===== src/rtl/serial_subtractor_pkg.sv =====
// Shared definitions for the bit-serial arithmetic blocks: FSM state
// encoding and the single-bit subtraction equations.
package serial_subtractor_pkg;

  // Operation sequencing for serial arithmetic units.
  typedef enum logic [1:0] {
    ST_IDLE = 2'd0,
    ST_RUN  = 2'd1,
    ST_DONE = 2'd2
  } serial_state_e;

  // Borrow generated by one bit of a - b - bin.
  function automatic logic borrow(input logic a, input logic b, input logic bin);
    return (~a & b) | (~(a ^ b) & bin);
  endfunction

  // Difference bit of a - b - bin.
  function automatic logic diff_bit(input logic a, input logic b, input logic bin);
    return a ^ b ^ bin;
  endfunction

endpackage


===== src/rtl/serial_subtractor_full_subtractor.sv =====
// Single-bit full subtractor cell: d = a - b - bin, bout = borrow.
module full_subtractor
  import serial_subtractor_pkg::*;
(
  input  logic a,
  input  logic b,
  input  logic bin,
  output logic d,
  output logic bout
);

  // Purely combinational difference and borrow.
  always_comb begin
    d    = diff_bit(a, b, bin);
    bout = borrow(a, b, bin);
  end

endmodule


===== src/rtl/serial_subtractor.sv =====
// Bit-serial N-bit unsigned subtractor: input1 - input2, one bit per clock,
// LSB first, through one full-subtractor cell and a borrow flop.
module serial_subtractor
  import serial_subtractor_pkg::*;
#(
  parameter int N = 32
) (
  input  logic         clk,
  input  logic         reset,
  input  logic         start,
  input  logic [N-1:0] input1,
  input  logic [N-1:0] input2,
  output logic         busy,
  output logic         done,
  output logic [N-1:0] answer,
  output logic         borrow_out,
  output logic         zero
);

  localparam int CW = $clog2(N + 1);
  localparam logic [CW-1:0] LAST_BIT = CW'(N - 1);

  serial_state_e state_q, state_d;
  logic [N-1:0]  a_q, a_d;
  logic [N-1:0]  b_q, b_d;
  logic [N-1:0]  w_q, w_d;
  logic [CW-1:0] cnt_q, cnt_d;
  logic          brw_q, brw_d;
  logic [N-1:0]  answer_q, answer_d;
  logic          borrow_out_q, borrow_out_d;
  logic          zero_q, zero_d;

  logic          d_bit;
  logic          bout_bit;
  logic [N:0]    w_ext;
  logic [N-1:0]  w_shift;

  // The one shared arithmetic cell, fed from the operand LSBs.
  full_subtractor u_fs (
    .a    (a_q[0]),
    .b    (b_q[0]),
    .bin  (brw_q),
    .d    (d_bit),
    .bout (bout_bit)
  );

  // W shifted right with the fresh difference bit entering at the MSB;
  // written as a wide shift so it stays legal for N=1.
  always_comb begin
    w_ext   = {d_bit, w_q} >> 1;
    w_shift = w_ext[N-1:0];
  end

  // Next-state, datapath and result-register update logic.
  always_comb begin
    state_d      = state_q;
    a_d          = a_q;
    b_d          = b_q;
    w_d          = w_q;
    cnt_d        = cnt_q;
    brw_d        = brw_q;
    answer_d     = answer_q;
    borrow_out_d = borrow_out_q;
    zero_d       = zero_q;

    case (state_q)
      ST_IDLE: begin
        if (start) begin
          a_d     = input1;
          b_d     = input2;
          w_d     = '0;
          cnt_d   = '0;
          brw_d   = 1'b0;
          state_d = ST_RUN;
        end
      end

      ST_RUN: begin
        w_d   = w_shift;
        a_d   = a_q >> 1;
        b_d   = b_q >> 1;
        brw_d = bout_bit;
        cnt_d = cnt_q + CW'(1);
        // Last bit: publish the complete result in the same edge so the
        // outputs never expose a partially built W.
        if (cnt_q == LAST_BIT) begin
          answer_d     = w_shift;
          borrow_out_d = bout_bit;
          zero_d       = (w_shift == '0);
          state_d      = ST_DONE;
        end
      end

      ST_DONE: begin
        state_d = ST_IDLE;
      end

      default: begin
        state_d = ST_IDLE;
      end
    endcase
  end

  // State, datapath and result registers; reset aborts any operation.
  always_ff @(posedge clk or posedge reset) begin
    if (reset) begin
      state_q      <= ST_IDLE;
      a_q          <= '0;
      b_q          <= '0;
      w_q          <= '0;
      cnt_q        <= '0;
      brw_q        <= 1'b0;
      answer_q     <= '0;
      borrow_out_q <= 1'b0;
      zero_q       <= 1'b0;
    end else begin
      state_q      <= state_d;
      a_q          <= a_d;
      b_q          <= b_d;
      w_q          <= w_d;
      cnt_q        <= cnt_d;
      brw_q        <= brw_d;
      answer_q     <= answer_d;
      borrow_out_q <= borrow_out_d;
      zero_q       <= zero_d;
    end
  end

  // Status and result outputs come straight from registers.
  always_comb begin
    busy       = (state_q == ST_RUN);
    done       = (state_q == ST_DONE);
    answer     = answer_q;
    borrow_out = borrow_out_q;
    zero       = zero_q;
  end

endmodule


===== config.mk =====
export PLATFORM = sky130hd
export DESIGN_NAME = serial_subtractor
export DESIGN_NICKNAME = d
export VERILOG_FILES = /design/src/rtl/serial_subtractor_pkg.sv /design/src/rtl/serial_subtractor_full_subtractor.sv /design/src/rtl/serial_subtractor.sv
export SDC_FILE = /design/constraint.sdc
export NUM_CORES = 1
export LEC_CHECK = 0
export BUFFER_PORTS_ARGS = -buffer_cell sky130_fd_sc_hd__buf_2
export CORE_ASPECT_RATIO = 0.5
export CORE_MARGIN = 5
export CORE_UTILIZATION = 50
export DETAILED_ROUTE_END_ITERATION = 12
export PLACE_DENSITY = 0.72
export SLEW_MARGIN = 20
export SYNTH_ARGS = -nofsm -noshare
export SYNTH_HDL_FRONTEND = slang
export SYNTH_SLANG_ARGS = --single-unit

===== constraint.sdc =====
create_clock -name clk -period 6.79 [get_ports clk]
set_input_delay 2.037 -clock clk [delete_from_list [all_inputs] [get_ports clk]]
set_output_delay 2.037 -clock clk [all_outputs]
set_load 0.02 [all_outputs]

# Yosys cells after proc, flatten, opt, wreduce, memory -nomap -nowiden

Cells that the tools add are included.

Bits of input ports: 67
Output and inout bits: 36
Flip-flop bits (word level): 139
Word-level logic and storage cells: 41

Mux-type cells: 13
$add $sub $neg: 1
Bitwise logic cells: 7
Equal/unequal tests: 5
Reductions and logical operators: 6

Operators with widths:

| operator            | number |
|---|---|
| $pmux 32 s2         | 3 |
| $mux 32             | 3 |
| $logic_not 32->1    | 1 |
| $pmux 6 s2          | 1 |
| $add 6x1->6 const B | 1 |
| $eq 6x5->1 const B  | 1 |
| $mux 6              | 1 |
| $reduce_and 2->1    | 3 |
| $mux 2              | 2 |
| $pmux 2 s2          | 1 |
| $and 1x1->1         | 2 |
| $eq 2x1->1 const B  | 1 |
| $eq 2x2->1 const B  | 1 |
| $logic_not 2->1     | 1 |
| $ne 2x1->1 const B  | 1 |
| $ne 2x2->1 const B  | 1 |
| $not 1->1           | 2 |
| $pmux 1 s2          | 1 |
| $reduce_bool 2->1   | 1 |
| $xor 1x1->1         | 2 |
| $mux 1              | 1 |
| $or 1x1->1          | 1 |

# Logic depth before layout (Yosys ltp)

Depth after elaboration: 5
Gate-level depth with buffers: 8
Mapped depth without buffers: 5

# Modules after synthesis

A second synthesis with hierarchy kept.

Cells, all modules: 556
Area, all modules: 6,194.7 um^2

Modules (own cells, without submodules):

| module            | area an instance (um^2) | cells an instance | seq. area each (um^2) | instances |
|---|---|---|---|---|
| serial_subtractor | 6,163.4                 | 552               | 3,453.3               | 1 |
| full_subtractor   | 31.3                    | 4                 | 0.0                   | 1 |

# Least setup slack after synthesis

OpenSTA, ideal clock, no wires.

Kind: register to output
From: register state_q[1]
To: output busy
Stages on the path, launching flop included: 7
Path buffers: 4
Data arrival time: 1,457 ps
Data required time: 4,753 ps
Setup slack: 3,296 ps
Cells stage by stage: dfrtp_1 -> buf_6 -> nand2b_4 -> buf_6 -> inv_1 -> clkbuf_1 -> clkbuf_1

Word-level cells in the longest chain between the ends: 1

RTL lines:

| what                   | RTL line                 | RTL |
|---|---|---|
| start, declared        | serial_subtractor.sv:23  | `serial_state_e state_q, state_d;` |
| start signal, assigned | serial_subtractor.sv:117 | `state_q <= state_d;` |
| $eq 2x1->1             | serial_subtractor.sv:131 | `busy = (state_q == ST_RUN);` |
| end, declared          | serial_subtractor.sv:13  | `output logic busy,` |

Every way passes these cells.

# Worst setup path in the final report

From: register state_q[1]
To: output done

Word-level cells in the longest chain between the ends: 1

RTL lines:

| what          | RTL line                 | RTL |
|---|---|---|
| $eq 2x2->1    | serial_subtractor.sv:132 | `done = (state_q == ST_DONE);` |
| end, declared | serial_subtractor.sv:14  | `output logic done,` |

Every way passes these cells.

==> impl_metrics.ini <==
[die]
pin_count = 103
die_w_microns = 168
die_height_microns = 89.0
rows = 28
coreArea_sq_um = 12000
design.die.area_sq_um = 15000
start_util_pct = 52.0

[sta]
final.setup.tns_ns = 0
finClkSkew_ns = 0.00720
setup_viol = 0
min_period_over_period_pct = 59.3
hold_slack_ns = 0.491
timing.slew.headroom_pct = 31.5
rsz0062_at_grt = no
period_needed_ns = 4.03
fmax_mhz = 248
worst_pin_slew_ns = 1.03
hold_viol_final = 0
maxSlewViolCount = 0

[power_and_ir_drop]
p_leak_uw = 0.00352
cellPowerDensity_nw_per_um2 = 438
peakVddDrop_mv = 0.196
p_total_uw = 3260

[placed_design]
hpwl_microns = 8140
port_buffers = 102
gp_congestion = 0.767

[logic_synthesis]
async_flop_share_pct = 100
ys_ff_latch = 138
post_synth.cell_area_avg_sq_um = 11.2
syn-cell-area_sq_um = 6250
synth_cell_types = 32
synth_edf_count = 0
syn_inst = 556
yosysSeqAreaShare_pct = 55.3
yosys_warnings = 0
synthFlopType = dfrtp_1
syn_nets = 625

[detailed_routing]
routed.top_layer = met4
via_per_inst = 5.61
dr_total_vias = 4560
wl_met3_microns = 599
drt_iter0_drc = 317
dr_wl_met2_microns = 6360
routedWlPerCell_microns = 16.9
dr.pass1.iters = 4
wl_met1_microns = 6580
wl_microns = 13700
drcViolationCount = 0
drtAntennaViolNets = 0

[clock_tree]
cts_buffer_depth = 2
postCtsSetupBuffers = 0
htreeDepth = 4
worst_skew_pair.late_latency_ns = 0.42
cts_tree = built
cts_inserted_buffers = 17
cts_resized = 0
cts.sinks = 138
hold_buffers = 0
root_buffer = clkbuf_16
clk_pin_slew_ns = 0.06

[grt]
grt-ovfl-total = 0
antenna_found_initial = 0
grt_max_degree = 93
grt_pass1_vias = 4394
grt_util_all_layers_pct = 18.7
grt_pass1_wl_microns = 22600

[critical_path]
worstSetupPathType = flip-flop to output pin
r2r-end = answer[30]
r2r_slack_ns = 3.96
cp-startpoint = state_q[1]
crit_path_end_kind = output pin
worstReg2RegStart = state_q[0]
required_ns = 4.75
cp.arrival_ns = 1.99
cp_max_fo = 48
ff2ff_path_depth = 5
setup.worst_path.start_class = flip-flop
cp-endpoint = done

[cells_and_area]
final_nets = 704
layout-drive-gt1-share_pct = 27.9
final-seq-area_sq_um = 3460
multiInputGateArea_sq_um = 2560
num-fill-cells = 977
antenna_cells = 0
synthToLayoutAreaGrowth_pct = 19.1

[run]
maxCapViolations = 0

[status]
status = completed

[worst_hold_path]
hold_path_class = flip-flop to flip-flop
hp-start = brw_q
-- layout by cell type (no fill, tap or decap), types with 2 or more instances in the layout --
cell        synthesis  layout
dfrtp_1           138     136
buf_2               2     102
o21ai_0            70      70
a21oi_1            64      64
nor2b_1            63      62
a22oi_1            60      60
a22o_1             32      32
mux2_4             28      28
clkbuf_16           0      17
nand2_1             9       9
inv_6               0       8
nor4_1              8       8
buf_4               0       7
inv_1               6       4
nand3_1             3       3
mux2_2              3       3
inv_8               0       3
bufinv_16           0       3
inv_2               1       2
and3b_1             2       2
o31ai_1             2       2
xor2_1              2       2
nor3_1              2       2
nand4_1             2       2
mux2i_1             2       2
clkinvlp_4          0       2
dfrtp_2             0       2
-- kinds of logic after synthesis --
group | Yosys count | synth area share, %
flops | 138 | 55.3
buf+inv | 56 | 4.00
compound gates | 231 | 23.1
xor+xnor | 2 | 0.280
simple gates | 93 | 9.09
fa+ha+maj | 2 | 0.521
mux | 34 | 7.77
-- sequential cells by signal, indices dropped and copies added (netlist names) --
| signal | cells |
|---|---|
| a_q | 32 |
| answer | 32 |
| b_q | 32 |
| borrow_out | 1 |
| brw_q | 1 |
| cnt_q | 6 |
| state_q | 2 |
| w_q | 31 |
| zero | 1 |
-- worst max-delay path: stages (launching register included) --
cell,delay (ns)
dfrtp_2,0.66
buf_4,0.53
nor2b_1,0.18
buf_2,0.17
-- stage by stage --
stage               cells  util (%)  area, sq um  worst slack, ns
floorplan             556         -         6250             1.06
global placement      781      56.7         6810             2.65
detailed placement    781      56.7         6810             2.59
CTS                   813      61.9         7440             2.76
global route          813      61.9         7440             2.64
finish                813      61.9         7440             2.76
-- layer usage --
layer / vias up / global-route usage [%]
met4: 0 / 4.64
met3: 15 / 5.30
met1: 2236 / 26.6
met2: 101 / 28.9
met5: - / 0
li1: 2208 / -
-- worst min-delay path by stage --
stage / to / slack [ns] / depth (start not counted)
finish: brw_q / 0.49 / 2
global route: answer[17] / 0.52 / 1
global placement: a_q[29] / 0.46 / 2
floorplan: brw_q / 0.45 / 2
CTS: a_q[30] / 0.50 / 2
detailed placement: a_q[30] / 0.49 / 2
-- Yosys cell counts, types with 3 or more instances --
cell type	n	area (sq um)
a21oi_1	64	320
a22o_1	32	280
a22oi_1	60	450
buf_6	5	56.3
clkbuf_1	42	158
dfrtp_1	138	3450
inv_1	6	22.5
mux2_2	3	33.8
mux2_4	28	420
nand2_1	9	33.8
nand3_1	3	15.0
nor2b_1	63	394
nor4_1	8	50.1
o21ai_0	70	350
-- final cells by class --
| cell class | count | share of cell area (%) |
|---|---|---|
| timing repair buffer | 109 | 7.57 |
| sequential | 138 | 46.5 |
| clock buffer | 17 | 5.72 |
| multi-input combinational | 362 | 34.4 |
| inverter | 7 | 0.420 |
| clock inverter | 15 | 2.69 |
| tap | 165 | 2.77 |
-- power breakdown --
group | switching, uW | internal, uW | total [uW]
clock | 395 | 594 | 988
sequential | 254 | 1130 | 1390
combinational | 445 | 440 | 885
No activity file was read; power rests on OpenSTA's default activity.
